`src/rtl/run_sequencer_if.sv`:
```
// run_sequencer_if: run-control bundle between the sequencer and the blocks it manages
// Signals:
//   start       - request to begin or restart a session (level)
//   halt        - downstream halt indication, honoured only while running
//   sys_reset   - per-channel active-high downstream resets
//   running     - high while the session is in its run phase
//   done        - session finished
//   timeout     - session ended by the run-cycle limit
//   cycle_count - run cycles elapsed in the current session
// master: the sequencer side; slave: the controlling/observing side.
interface run_sequencer_if #(
    parameter int N_RST = 2,
    parameter int CNT_W = 32
);
    logic             start;
    logic             halt;
    logic [N_RST-1:0] sys_reset;
    logic             running;
    logic             done;
    logic             timeout;
    logic [CNT_W-1:0] cycle_count;
    modport master (
        input  start, halt,
        output sys_reset, running, done, timeout, cycle_count
    );
    modport slave (
        output start, halt,
        input  sys_reset, running, done, timeout, cycle_count
    );
endinterface

```
`src/rtl/run_sequencer.sv`:
```
// run_sequencer: reset-and-run session controller with staggered reset release
// Ports:
//   clk   - system clock, all state updates on its rising edge
//   reset - synchronous active-high reset, returns everything to IDLE
//   bus   - run_sequencer_if.master: start/halt in; sys_reset, running,
//           done, timeout, cycle_count out (all outputs registered)
module run_sequencer #(
    parameter int N_RST       = 2,
    parameter int HOLD_CYCLES = 4,
    parameter int STAGGER     = 2,
    parameter int MAX_CYCLES  = 500,
    parameter int CNT_W       = 32,
    parameter int AUTO_START  = 1
) (
    input logic             clk,
    input logic             reset,
    run_sequencer_if.master bus
);
    typedef enum logic [2:0] {IDLE, HOLD, RELEASE, RUN, DONE} state_t;
    // Edge offset, counted from the end of HOLD, at which the last channel frees
    localparam int LAST = (N_RST - 1) * STAGGER;
    localparam logic [CNT_W-1:0] MAX_M1 = CNT_W'(MAX_CYCLES - 1);
    localparam logic [CNT_W-1:0] MAX_V  = CNT_W'(MAX_CYCLES);
    state_t           r_state;
    logic [31:0]      r_cnt;
    logic [N_RST-1:0] r_sys_reset;
    logic             r_running;
    logic             r_done;
    logic             r_timeout;
    logic [CNT_W-1:0] r_cycle_count;
    logic [N_RST-1:0] w_keep;
    // A channel stays in reset until the elapsed release time reaches i*STAGGER
    always_comb begin
        w_keep = '0;
        for (int i = 0; i < N_RST; i++)
            w_keep[i] = 32'(i * STAGGER) > (r_cnt + 32'd1);
    end
    always_ff @(posedge clk) begin
        if (reset) begin
            r_state       <= IDLE;
            r_cnt         <= '0;
            r_sys_reset   <= '1;
            r_running     <= 1'b0;
            r_done        <= 1'b0;
            r_timeout     <= 1'b0;
            r_cycle_count <= '0;
        end else begin
            case (r_state)
                IDLE: begin
                    if (AUTO_START != 0 || bus.start) begin
                        r_state <= HOLD;
                        r_cnt   <= '0;
                    end
                end
                HOLD: begin
                    if (r_cnt == 32'(HOLD_CYCLES - 1)) begin
                        r_cnt <= '0;
                        if (LAST == 0) begin
                            r_sys_reset   <= '0;
                            r_state       <= RUN;
                            r_running     <= 1'b1;
                            r_cycle_count <= '0;
                        end else begin
                            r_sys_reset[0] <= 1'b0;
                            r_state        <= RELEASE;
                        end
                    end else begin
                        r_cnt <= r_cnt + 32'd1;
                    end
                end
                RELEASE: begin
                    r_cnt       <= r_cnt + 32'd1;
                    r_sys_reset <= r_sys_reset & w_keep;
                    if ((r_cnt + 32'd1) == 32'(LAST)) begin
                        r_state       <= RUN;
                        r_running     <= 1'b1;
                        r_cycle_count <= '0;
                    end
                end
                RUN: begin
                    // halt takes priority over a coincident timeout
                    if (bus.halt) begin
                        r_state     <= DONE;
                        r_running   <= 1'b0;
                        r_done      <= 1'b1;
                        r_sys_reset <= '1;
                    end else if (MAX_CYCLES != 0 && r_cycle_count == MAX_M1) begin
                        r_state       <= DONE;
                        r_running     <= 1'b0;
                        r_done        <= 1'b1;
                        r_timeout     <= 1'b1;
                        r_sys_reset   <= '1;
                        r_cycle_count <= MAX_V;
                    end else if (r_cycle_count != '1) begin
                        r_cycle_count <= r_cycle_count + 1'b1;
                    end
                end
                DONE: begin
                    if (bus.start) begin
                        r_state       <= HOLD;
                        r_cnt         <= '0;
                        r_done        <= 1'b0;
                        r_timeout     <= 1'b0;
                        r_cycle_count <= '0;
                    end
                end
                default: r_state <= IDLE;
            endcase
        end
    end
    assign bus.sys_reset   = r_sys_reset;
    assign bus.running     = r_running;
    assign bus.done        = r_done;
    assign bus.timeout     = r_timeout;
    assign bus.cycle_count = r_cycle_count;
endmodule

```
`src/flat_wrapper.sv`:
```
// flat-port wrapper written by rule: the top's interface ports become plain ports
module run_sequencer_flat 
#(
    parameter int N_RST       = 2,
    parameter int HOLD_CYCLES = 4,
    parameter int STAGGER     = 2,
    parameter int MAX_CYCLES  = 500,
    parameter int CNT_W       = 32,
    parameter int AUTO_START  = 1
)
  (clk, reset, bus_start, bus_halt, bus_sys_reset, bus_running, bus_done, bus_timeout, bus_cycle_count);
  run_sequencer_if #(.N_RST(N_RST), .CNT_W(CNT_W)) bus_i ();
  input logic clk;
  input logic reset;
  input wire logic [$bits(bus_i.start)-1:0] bus_start;
  input wire logic [$bits(bus_i.halt)-1:0] bus_halt;
  output wire logic [$bits(bus_i.sys_reset)-1:0] bus_sys_reset;
  output wire logic [$bits(bus_i.running)-1:0] bus_running;
  output wire logic [$bits(bus_i.done)-1:0] bus_done;
  output wire logic [$bits(bus_i.timeout)-1:0] bus_timeout;
  output wire logic [$bits(bus_i.cycle_count)-1:0] bus_cycle_count;
  assign bus_i.start = bus_start;
  assign bus_i.halt = bus_halt;
  assign bus_sys_reset = bus_i.sys_reset;
  assign bus_running = bus_i.running;
  assign bus_done = bus_i.done;
  assign bus_timeout = bus_i.timeout;
  assign bus_cycle_count = bus_i.cycle_count;
  run_sequencer #(.N_RST(N_RST), .HOLD_CYCLES(HOLD_CYCLES), .STAGGER(STAGGER), .MAX_CYCLES(MAX_CYCLES), .CNT_W(CNT_W), .AUTO_START(AUTO_START)) u_core (.clk(clk), .reset(reset), .bus(bus_i));
endmodule
```
`config.mk`:
```
export PLATFORM = sky130hd
export DESIGN_NAME = run_sequencer_flat
export DESIGN_NICKNAME = d
export VERILOG_FILES = /design/src/rtl/run_sequencer_if.sv /design/src/rtl/run_sequencer.sv /design/src/flat_wrapper.sv
export SDC_FILE = /design/constraint.sdc
export NUM_CORES = 1
export LEC_CHECK = 0
export CORE_MARGIN = 2
export CORE_UTILIZATION = 35
export CTS_CLUSTER_SIZE = 28
export DETAILED_ROUTE_END_ITERATION = 8
export PLACE_DENSITY = 0.66
export SYNTH_ARGS = -nofsm -noshare
export SYNTH_HDL_FRONTEND = slang
export SYNTH_SLANG_ARGS = --single-unit
```
`constraint.sdc`:
```
create_clock -name clk -period 2.6 [get_ports clk]
set_input_delay 0.39 -clock clk [delete_from_list [all_inputs] [get_ports clk]]
set_output_delay 0.39 -clock clk [all_outputs]
set_load 0.02 [all_outputs]
```
==> impl_metrics.toml <==
[final_layout]
n_antenna_cell = 0
most-common-layout-cells = "buf_4, nor2_1, dfxtp_1"
drive_above_1_share_pct = 26.56
area_growth_pct = 40.10
multiInputGateArea_mm2 = 0.003114
nFillCells = 1266
utilization_pct = 49.81
fin_cells = 944
nNetsFinal = 771
regArea_mm2 = 0.001464
layout_commonest_cell = "buf_4"

[clock_network]
cts_buffers = 9
cts_max_level = 3
clk_path_buf_depth = 2
cts_tree = "built"
cts_hold_buf = 0
cts.sinks = 72
cts_root_buf = "clkbuf_16"
worstSkewPairLatency_ns = 0.35
clkTransAtPathRegs_ns = 0.06

[timing]
skew_ns = 0.009347
period_share_pct = 105.5
rsz0062_at_grt = "true"
layout_min_cycle_time_ns = 2.743
slew_viol_final = 0
slew-limit-headroom_pct = 46.00
hold_viol = 0
setup_violations = 32
worst_slew_pin_slew_ns = 0.8070
fmax_ghz = 0.3646
fin_ws_ns = -0.1427

[drt]
drtIter0Drc = 371
totalWireLength_mm = 15.92
via_count = 5593
drt-vias-per-instance = 5.925
wire_per_inst_um = 16.87
ant_nets = 0
drc = 0
first_pass_iters = 5

[logic_synthesis]
ys_types = 66
syn_area_mm2 = 0.004671
ys_top_cells_by_area = "dfxtp_1, a21oi_1, nor2_1, o21ai_0, a31oi_1"
synthCells = 634
synth_edf_count = 0
ys_seq_area_share_pct = 30.86
synth.avg_cell_area_um2 = 7.367
yosys_warnings = 0
yosysTopAreaCellShare_pct = 30.86
synth_largest_area_cell = "dfxtp_1"
async_reset_ff_share_pct = 0
ys_ff_latch = 72
synthFlopType = "dfxtp_1"
syn-num-nets = 642

[die]
core_area_mm2 = 0.01314
start_util_pct = 35.55
rows = 42
dieHeight_um = 119.5
io_pins = 41
dieArea_mm2 = 0.01429
die_w_um = 119.5

[global_routing]
overflow = 0
grt_max_degree = 45
globalRouteTotalUtil_pct = 22.37
grt_pass1_wl_mm = 26.10
antenna_found_initial = 0
grt_pass1_vias = 5433

[place]
hpwl_mm = 11.22
io_buffers = 40
dp_cells = 921
gp_congestion = 0.9752

[worst_setup_path]
crit_path_start_kind = "flip-flop"
criticalPathCategory = "reg -> reg"
cp-end-kind = "flip-flop"
worstPathArrival_ns = 2.99
path_max_fanout = 6
crit_required_ns = 2.84
rrSetupSlack_ns = -0.14

[power]
p_per_area_mw_per_mm2 = 532.7
peakVddDrop_v = 0.0004288
p_leak_nw = 2.297

[hold_path]
min_path_type = "in -> reg"

[outcome]
violations = "negative setup slack"
status = "complete, but fails checks"

[job]
cap_violations = 0
==> kinds of logic (layout without fill, tap and decap cells) <==
kind of cell / count (synthesis) / after routing / share of synthesized area, %
AOI/OAI and AO/OA: 180 / 181 / 25.26
xor gates and xnor gates: 8 / 8 / 1.500
adders and majority gates: 4 / 4 / 1.072
buffers and inverters: 70 / 203 / 6.214
DFF: 72 / 72 / 30.86
muxes: 4 / 4 / 0.8840
and+or+nand+nor: 296 / 296 / 34.21
==> repair_timing <==
action                     in CTS  in global routing
pin swaps                       9                  9
setup buffers                   2                  4
cloned                          1                  0
resized for setup              18                 21
setup endpoints to repair      33                 51
==> state kept, by name, summed over array words and instances (netlist names) <==
| name | cells |
|---|---|
| u_core.bus.sys_reset | 2 |
| u_core.bus.cycle_count | 32 |
| u_core.r_cnt | 32 |
| u_core.bus.done | 1 |
| u_core.bus.timeout | 1 |
| u_core.bus.running | 1 |
| u_core.r_state | 3 |
==> Yosys cell counts, types with 4 or more instances <==
library cell and instances:
dfxtp_1 72, a31oi_1 30, nor2_1 60, and2_1 8, clkbuf_1 36, or3_1 16, nand4b_1 4, nand2_1 48
a211oi_1 6, ha_1 4, o21a_1 5, nand3_1 28, and4_1 12, buf_2 9, nor3_1 25, o211ai_1 6
o21ai_0 38, nor3b_1 4, nor4_1 22, or2_2 7, nand2b_1 12, nand4_1 18, or4_1 6, and3_1 14
a311oi_1 8, xor2_1 5, inv_1 20, o311ai_1 4, o21ai_1 8, a21oi_1 45
==> per-stage QoR <==
step	hold WS [ns]	total power, mW	setup TNS [ns]	area (um^2)	setup slack, ns
4_1_cts	0.3929	3.459	-1.430	6422	-0.1246
3_3_place_gp	0.4515	2.213	-2.791	6065	-0.1630
6_report	0.4017	3.486	-1.652	6544	-0.1427
5_1_grt	0.4250	3.658	-3.840	6544	-0.2002
3_5_place_dp	0.4573	2.248	-6.096	6065	-0.2495
2_1_floorplan	0.4857	1.852	-0.006825	4751	-0.006825
==> worst paths after layout <==
kind | start | to | cells after the start
hold reg to reg | u_core.bus.timeout$_SDFFE_PP0P_ | u_core.bus.timeout$_SDFFE_PP0P_ | 1
setup reg to reg | u_core.r_cnt[10]$_SDFFE_PP0P_ | u_core.bus.cycle_count[21]$_SDFFE_PP0P_ | 8
setup / recovery | u_core.r_cnt[10]$_SDFFE_PP0P_ | u_core.bus.cycle_count[21]$_SDFFE_PP0P_ | 8
hold / removal | reset | u_core.bus.cycle_count[18]$_SDFFE_PP0P_ | 4
==> critical path, stage by stage (launching register included) <==
cell      delay [ns]
dfxtp_2         0.36
nand4_4         0.11
or4_4           0.50
or3_4           0.35
a221oi_2        0.25
and4_4          0.28
a41oi_4         0.20
or2_4           0.33
o221a_1         0.24
==> layout make-up <==
class / count / share of cell area, %
multi-input cells: 493 / 47.59
flip-flops and latches: 72 / 22.37
repair buffers: 167 / 21.24
clock buffers: 9 / 3.442
well taps: 176 / 3.365
inverters: 20 / 1.147
clock inverters: 7 / 0.8413
==> power by group <==
part	switching, mW	internal [mW]
clock network	0.538	0.654
logic	0.653	0.441
registers	0.0546	1.15
total	1.25	2.24
==> metal layers <==
metal  up-vias  part of all wire, %  routed length, um  GRT usage (%)
met3        55                  7.2               1151          6.036
met2       248                   48               7696          38.29
met5         -                    0                  0              0
met4         0                  3.0                479          7.794
li1       2638                    -                  -              -
met1      2652                   41               6596          27.04
(Power assumes the default switching activity.)
